File: src/rtl/io_bus_master.sv
// Initiator for the memory-mapped IO bus: turns core load/store requests into
// single io_* bus cycles and returns lane-extracted, extended read data.
module io_bus_master #(
  parameter logic [31:0] IO_BASE = 32'h8000_0000,
  parameter logic [31:0] IO_MASK = 32'hF000_0000,
  parameter int unsigned RD_LAT  = 1
) (
  input  logic        clk,
  input  logic        reset,
  input  logic        req_valid,
  output logic        req_ready,
  input  logic        req_we,
  input  logic [31:0] req_addr,
  input  logic [1:0]  req_size,
  input  logic        req_unsigned,
  input  logic [31:0] req_wdata,
  output logic        rsp_valid,
  input  logic        rsp_ready,
  output logic [31:0] rsp_rdata,
  output logic        rsp_err,
  output logic [31:0] io_addr,
  output logic        io_we,
  output logic [3:0]  io_be,
  output logic [31:0] io_wdata,
  input  logic [31:0] io_rdata
);

  typedef enum logic [1:0] {IDLE, WRITE, READ, RESP} state_t;

  localparam logic [2:0] RD_LAST = 3'(RD_LAT);

  state_t      state, state_d;
  logic [2:0]  cnt, cnt_d;
  logic        req_ready_d, rsp_valid_d, rsp_err_d, io_we_d;
  logic [31:0] rsp_rdata_d, io_addr_d, io_wdata_d;
  logic [3:0]  io_be_d;
  logic        req_err;
  logic [1:0]  size_q, off_q;
  logic        uns_q;

  function automatic logic [3:0] lane_be(input logic [1:0] size, input logic [1:0] off);
    case (size)
      2'd0:    lane_be = 4'b0001 << off;
      2'd1:    lane_be = 4'b0011 << off;
      default: lane_be = 4'b1111;
    endcase
  endfunction

  function automatic logic [31:0] lane_wdata(input logic [1:0] size, input logic [31:0] wdata);
    case (size)
      2'd0:    lane_wdata = {4{wdata[7:0]}};
      2'd1:    lane_wdata = {2{wdata[15:0]}};
      default: lane_wdata = wdata;
    endcase
  endfunction

  // Pick the addressed lane(s) out of the bus word, then zero- or sign-extend.
  function automatic logic [31:0] load_extract(input logic [31:0] rdata, input logic [1:0] size,
                                               input logic [1:0] off, input logic uns);
    logic signed [7:0]  b8;
    logic signed [15:0] h16;
    logic signed [31:0] s32;
    b8  = rdata[{off, 3'b000} +: 8];
    h16 = rdata[{off[1], 4'b0000} +: 16];
    case (size)
      2'd0: begin
        s32 = b8;
        load_extract = uns ? {24'd0, b8} : s32;
      end
      2'd1: begin
        s32 = h16;
        load_extract = uns ? {16'd0, h16} : s32;
      end
      default: load_extract = rdata;
    endcase
  endfunction

  assign req_err = (req_size == 2'd3)
                || (req_size == 2'd1 && req_addr[0])
                || (req_size == 2'd2 && req_addr[1:0] != 2'b00)
                || ((req_addr & IO_MASK) != IO_BASE);

  always_comb begin
    state_d     = state;
    cnt_d       = cnt;
    rsp_valid_d = rsp_valid;
    rsp_rdata_d = rsp_rdata;
    rsp_err_d   = rsp_err;
    io_addr_d   = io_addr;
    io_we_d     = io_we;
    io_be_d     = io_be;
    io_wdata_d  = io_wdata;
    case (state)
      IDLE: begin
        if (req_valid && req_ready) begin
          if (req_err) begin
            state_d     = RESP;
            rsp_valid_d = 1'b1;
            rsp_err_d   = 1'b1;
            rsp_rdata_d = '0;
          end else begin
            io_addr_d = {req_addr[31:2], 2'b00};
            io_be_d   = lane_be(req_size, req_addr[1:0]);
            cnt_d     = '0;
            if (req_we) begin
              state_d    = WRITE;
              io_we_d    = 1'b1;
              io_wdata_d = lane_wdata(req_size, req_wdata);
            end else begin
              state_d    = READ;
              io_wdata_d = '0;
            end
          end
        end
      end
      WRITE: begin
        state_d     = RESP;
        io_addr_d   = '0;
        io_we_d     = 1'b0;
        io_be_d     = '0;
        io_wdata_d  = '0;
        rsp_valid_d = 1'b1;
        rsp_err_d   = 1'b0;
        rsp_rdata_d = '0;
      end
      READ: begin
        // Address held RD_LAT+1 cycles; io_rdata is taken on the last edge.
        if (cnt == RD_LAST) begin
          state_d     = RESP;
          io_addr_d   = '0;
          io_be_d     = '0;
          io_wdata_d  = '0;
          rsp_valid_d = 1'b1;
          rsp_err_d   = 1'b0;
          rsp_rdata_d = load_extract(io_rdata, size_q, off_q, uns_q);
        end else begin
          cnt_d = cnt + 3'd1;
        end
      end
      RESP: begin
        if (rsp_ready) begin
          state_d     = IDLE;
          rsp_valid_d = 1'b0;
          rsp_err_d   = 1'b0;
          rsp_rdata_d = '0;
        end
      end
      default: state_d = IDLE;
    endcase
    req_ready_d = (state_d == IDLE);
  end

  always_ff @(posedge clk or negedge reset) begin
    if (!reset) begin
      state     <= IDLE;
      cnt       <= '0;
      req_ready <= 1'b1;
      rsp_valid <= 1'b0;
      rsp_rdata <= '0;
      rsp_err   <= 1'b0;
      io_addr   <= '0;
      io_we     <= 1'b0;
      io_be     <= '0;
      io_wdata  <= '0;
    end else begin
      state     <= state_d;
      cnt       <= cnt_d;
      req_ready <= req_ready_d;
      rsp_valid <= rsp_valid_d;
      rsp_rdata <= rsp_rdata_d;
      rsp_err   <= rsp_err_d;
      io_addr   <= io_addr_d;
      io_we     <= io_we_d;
      io_be     <= io_be_d;
      io_wdata  <= io_wdata_d;
    end
  end

  // Request shape kept for read-data extraction; only meaningful after a handshake.
  always_ff @(posedge clk) begin
    if (state == IDLE && req_valid) begin
      size_q <= req_size;
      off_q  <= req_addr[1:0];
      uns_q  <= req_unsigned;
    end
  end

endmodule

File: config.mk
export PLATFORM = sky130hd
export DESIGN_NAME = io_bus_master
export DESIGN_NICKNAME = d
export VERILOG_FILES = /design/src/rtl/io_bus_master.sv
export SDC_FILE = /design/constraint.sdc
export NUM_CORES = 1
export LEC_CHECK = 0
export CORE_ASPECT_RATIO = 0.9
export CORE_MARGIN = 2
export CORE_UTILIZATION = 47
export CTS_CLUSTER_SIZE = 20
export DETAILED_ROUTE_END_ITERATION = 6
export HOLD_SLACK_MARGIN = 0.05
export PLACE_DENSITY = 0.82
export RECOVER_POWER = 25
export SETUP_SLACK_MARGIN = 0.5
export SLEW_MARGIN = 25
export SYNTH_ARGS = -nofsm -noshare
export SYNTH_HDL_FRONTEND = slang
export SYNTH_SLANG_ARGS = --single-unit
File: constraint.sdc
create_clock -name clk -period 2.6 [get_ports clk]
set_input_delay 0.26 -clock clk [delete_from_list [all_inputs] [get_ports clk]]
set_output_delay 0.26 -clock clk [all_outputs]
set_load 0.02 [all_outputs]
After elaboration in Yosys (flattened, before gate mapping). Index checks and enable logic that the tools add are counted.

Output and inout port bits: 104. Bits in writable memories: 0. Bits of input ports: 104. ROM bits: 0. Word-level logic and storage cells: 96. Memories kept: 0. Bits in registers: 114. Bits in latches: 0.

Muxes and demuxes: 43. $add $sub $neg: 1. Equality and inequality tests: 16. Div/mod/pow operators: 0. Multiply operators: 0. $lt $le $gt $ge: 0. Bitwise logic cells: 0. Shifts and indexed selects: 4. Reduce and logical (&&, ||, !) cells: 19.

Operators by type and width (count): $mux W32 (12); $pmux W32 S3 (2); $pmux W32 S2 (2); $pmux W32 S4 (1); $shiftx A32 B6 Y16 (1); $shiftx A32 B6 Y8 (1); $reduce_and A4 Y1 (4); $ne A2 B2 Y1 const B (7); $mux W4 (3); $pmux W4 S3 (1); $mux W2 (5); $mux W3 (3); $eq A2 B2 Y1 const B (4); $logic_not A2 Y1 (4); $mux W1 (8); $pmux W1 S4 (2); $pmux W2 S4 (1); $pmux W4 S2 (1); $eq A2 B1 Y1 const B (3); $pmux W3 S2 (1); $reduce_bool A2 Y1 (3); $logic_and A1 B1 Y1 (4); $ne A4 B4 Y1 const B (1); $shl A1 B2 Y4 const A (1); other kinds (6) (8).

Logic depth before layout (Yosys ltp).
Depth in word-level cells: 9. Gate-level depth with buffers: 8. Gate-level depth less buffers: 6.

Worst setup path before layout. Ideal clock, no wire load.

Path kind: reg-to-reg. Start: register state[1]. End: register rsp_rdata[5]. Data arrival time: 1.982 ns. Data required time: 2.475 ns. Library setup time: 0.125 ns. Buffers on the path: 2. Period minus slack after synthesis: 2.107 ns. Stages on the path, launching flop included: 8. Slack: 0.493 ns. Path through: dfrtp_1 > inv_1 > ha_1 > clkbuf_1 > a22o_1 > nor3b_2 > buf_2 > mux2_2.

Longest elaborated chain between the ends: 3. Elaborated cells on any way between the ends: 10. Those cells by class: 7 x eq/ne; 1 x mux; 2 x reduce/logical.

RTL lines: start: declaration (line 32) `state_t state, state_d;`; start signal: assignment (line 166) `state <= state_d;`; $eq A2 B2 Y1 or $logic_not A2 Y1 (tied branches) (line 93) `case (state)`; $ne A2 B2 Y1 (no source line); $reduce_and A4 Y1 (no source line); end signal: assignment (line 170) `rsp_rdata <= rsp_rdata_d;`; end: declaration (line 19) `output logic [31:0] rsp_rdata,`.

Several ways; a longest one is shown, not always the timed one. A chain may end at the register's enable or synchronous reset.

Worst setup path after layout.
Start: input port req_addr[1]. End: register io_be[3].

Longest elaborated chain between the ends: 6. Elaborated cells on any way between the ends: 12. Those cells by class: 1 x eq/ne; 2 x shift; 4 x mux; 5 x reduce/logical.

RTL lines: start: declaration (line 13) `input logic [31:0] req_addr,`; parallel branches: the longest is 6 deep, another holds $shl A2 B2 Y4; end signal: assignment (line 174) `io_be <= io_be_d;`; end: declaration (line 23) `output logic [3:0] io_be,`.

Parallel ways; which one is timed is not known. The select of a mux whose other input is x is not followed.

==> metrics <==
Post-Route WL=18.29 mm; relative slew slack=between 20% and 30%; share of the synthesized area in the top cell type=about 43%; Synth cell types=52; RSZ-0062 raised after global routing=true; Req. time, crit path=~2.9 ns; Fin Setup TNS=0 ns; Core Area=0.01283 mm2; clock skew=roughly 0.0052 ns; Layout Cells excl Fill=960; crit path buf inv count=2; router iterations before antenna repair=5; Worst setup SP type=primary input; Avg Inst Size Synth=~11 um2; number of CTS-inserted buffers=9; first-pass GRT wire length=28.63 mm; Clock transition at path regs=around 0.07 ns; routed len/inst=19.05 um; cells after synthesis=588; CP Cell Sequence=dlygate4sd3_1, o31ai_2, nand3_1, a211o_4, buf_8, mux2_4; status=completed; critical path endpoint category=flop; drt initial violations=~400; initial core utilization=48.50%; Critical Path Slowest Stage Cell=dlygate4sd3_1; CP delay by family, top=buffers and inverters; Period minus WS final=approximately 2.1 ns; most frequent cells in the layout=clkdlybuf4s50_1 (201), dfrtp_1 (105), nand2_1 (61), mux2i_1 (56), a21oi_1 (45); flop-to-flop setup slack=between 0.5 and 0.6 ns; Synth area leader=dfrtp_1; # nets final=between 900 and 1000; Async SR Flop Fraction=roughly 96%; DR vias=approximately 5300; top post-synthesis cells by area=dfrtp_1 (43%), mux2i_1 (9.2%), mux2_4 (7.7%); Post-Syn Area=approximately 0.0062 mm2; Main synth FF type=dfrtp_1; CTS H-Tree Depth=3; clk sinks=112; post-route ant nets=0; maximum fanout along the worst path=33; critical path class=primary input to flop; Cell Pwr Density=1232 mW/mm2; std cell rows=39; Post-synth EDFFs=5; Final Cycle Share=81.82%; ANT cells=0; Worst R2R End=io_be[3]$_DFFE_PN0P_; CTS tree=yes; utilization after layout=~69%; Layout area overhead=42.49%; GRT Residual Overflow=0; dpl cells=between 900 and 1000; area of all sequential standard cells=about 0.0028 mm2; Worst Tran Pin Value=around 1.1 ns; YS warnings=0; filler cell count=around 900; largest net degree at the start of global routing=59; worst skew pair latency=roughly 0.36 ns; crit-path max cell delay=between 0.5 and 0.6 ns; Residual DRC=0; deepest clock path buffer count=2; GRT Total Usage=between 20% and 30%; Multi-input gate area=0.003068 mm2; die area=between 0.01 and 0.015 mm2; r2r startpoint=cnt[1]$_DFFE_PN0P_; Worst IR Drop VDD=slightly above 0.8 mV; clock tree root buffer cell=clkbuf_16; vias in the first global route=roughly 5400; r2r worst-path depth=7; CP Data Arrival Time=2.37 ns; I/O Pins=around 210; Final Power=roughly 11 mW; f_max=approximately 470 MHz; GP Congestion=0.8904; Worst Hold Class=primary input to asynchronous set/reset pin; chip height=about 110 um; number of max-cap violations=0; Yosys reg bits=around 110; detailed placement HPWL=13.13 mm; Final setup viols=0; register area share after synthesis=45.45%; Port-buffer cells=between 200 and 250; final-report hold violation count=0; number of antenna violations at the first check in global routing=0; via-per-instance ratio=between 5 and 6; layout cells sized above 1=16.08%; most common cell after layout, fill and taps aside=clkdlybuf4s50_1; die extent in x=between 100 and 150 um; Lkg Pwr=around 4 nW; count of pins over their slew limit=0
[logic make-up (layout without fill, tap and decap cells)]
kind of cell    after synthesis  after routing  synth area share [%]
compound gates              118            118                 11.20
fa+ha+maj                     6              6                 1.206
buf+inv                      82            289                 5.809
flops                       112            112                 45.45
mux                         134            134                 25.21
other cells                   1              2               0.06024
simple gates                135            135                 11.08
[routing by layer]
| metal | up-vias | routed length, um | part of all wire (%) | global-route usage [%] |
|---|---|---|---|---|
| met4 | 0 | 285 | 1.6 | 7.333 |
| met2 | 290 | 8549 | 47 | 40.87 |
| met3 | 28 | 1732 | 9.5 | 7.281 |
| met1 | 2590 | 7723 | 42 | 33.74 |
| met5 | - | 0 | 0 | 0 |
| li1 | 2430 | - | - | - |
[worst max path at each step]
stage | from | end | slack (ns) | cells after the start
floorplan | state[1]$_DFF_PN0_ | io_addr[10]$_DFFE_PN0P_ | 0.54 | 8
global placement | req_addr[28] | io_be[3]$_DFFE_PN0P_ | 0.20 | 6
detailed placement | req_size[0] | io_wdata[23]$_DFFE_PN0P_ | 0.14 | 7
CTS | state[0]$_DFF_PN0_ | rsp_rdata[0]$_DFFE_PN0P_ | 0.52 | 7
global route | reset | rsp_rdata[15]$_DFFE_PN0P_ | 0.37 | 3
finish | req_addr[1] | io_be[3]$_DFFE_PN0P_ | 0.47 | 6
[state kept, by name, indices dropped and copies added, names as in the netlist, 2 cells and up]
register   cells
io_wdata      32
rsp_rdata     32
io_addr       30
io_be          4
cnt            3
off_q          2
size_q         2
state          2
[power by group]
group          switching, mW  leakage (nW)  internal [mW]
Combinational           3.24          2.37           3.43
Clock                  0.647         0.135          0.650
Sequential             0.467          1.45           2.49
[cell usage after synthesis, drive strengths merged, types with 2 or more instances]
| library cell | n |
|---|---|
| clkbuf | 26 |
| nor2 | 14 |
| ha | 6 |
| a31oi | 2 |
| a21o | 2 |
| inv | 39 |
| buf | 16 |
| a221oi | 7 |
| nand3 | 4 |
| dfrtp | 106 |
| and2 | 2 |
| a21oi | 45 |
| nor4b | 2 |
| mux2 | 76 |
| nand3b | 4 |
| edfxtp | 5 |
| o221a | 3 |
| o21ai | 44 |
| nor2b | 33 |
| o22ai | 2 |
| nand2 | 61 |
| nor3 | 3 |
| nand4 | 2 |
| nand2b | 6 |
| mux2i | 57 |
[final cells by class]
type                       instances  area share (%)
clock buffer                       9           2.539
clock inverter                     7          0.5501
inverter                          40           1.693
multi-input combinational        395           34.59
sequential                       112           31.91
tap                              164           2.313
timing repair buffer             233           26.41
[repair_timing]
item,CTS,global route
hold buffers,1,0
resized for setup,2,6
endpoints found under the setup margin,43,87
endpoints found under the hold margin,64,0
gates cloned,1,1
setup buffers,1,6
pin swaps,0,2
[stage by stage]
stage	hold slack [ns]	cell area, um2	setup slack, ns
final	0.4441	8870	0.4727
after global routing	0.4714	8870	0.3657
after floorplan	-0.03559	6231	0.5363
after global placement	0.09598	8459	0.1963
after detailed placement	0.1041	8459	0.1440
after CTS	0.2807	8791	0.5227
No activity file was read; power rests on OpenSTA's default activity.
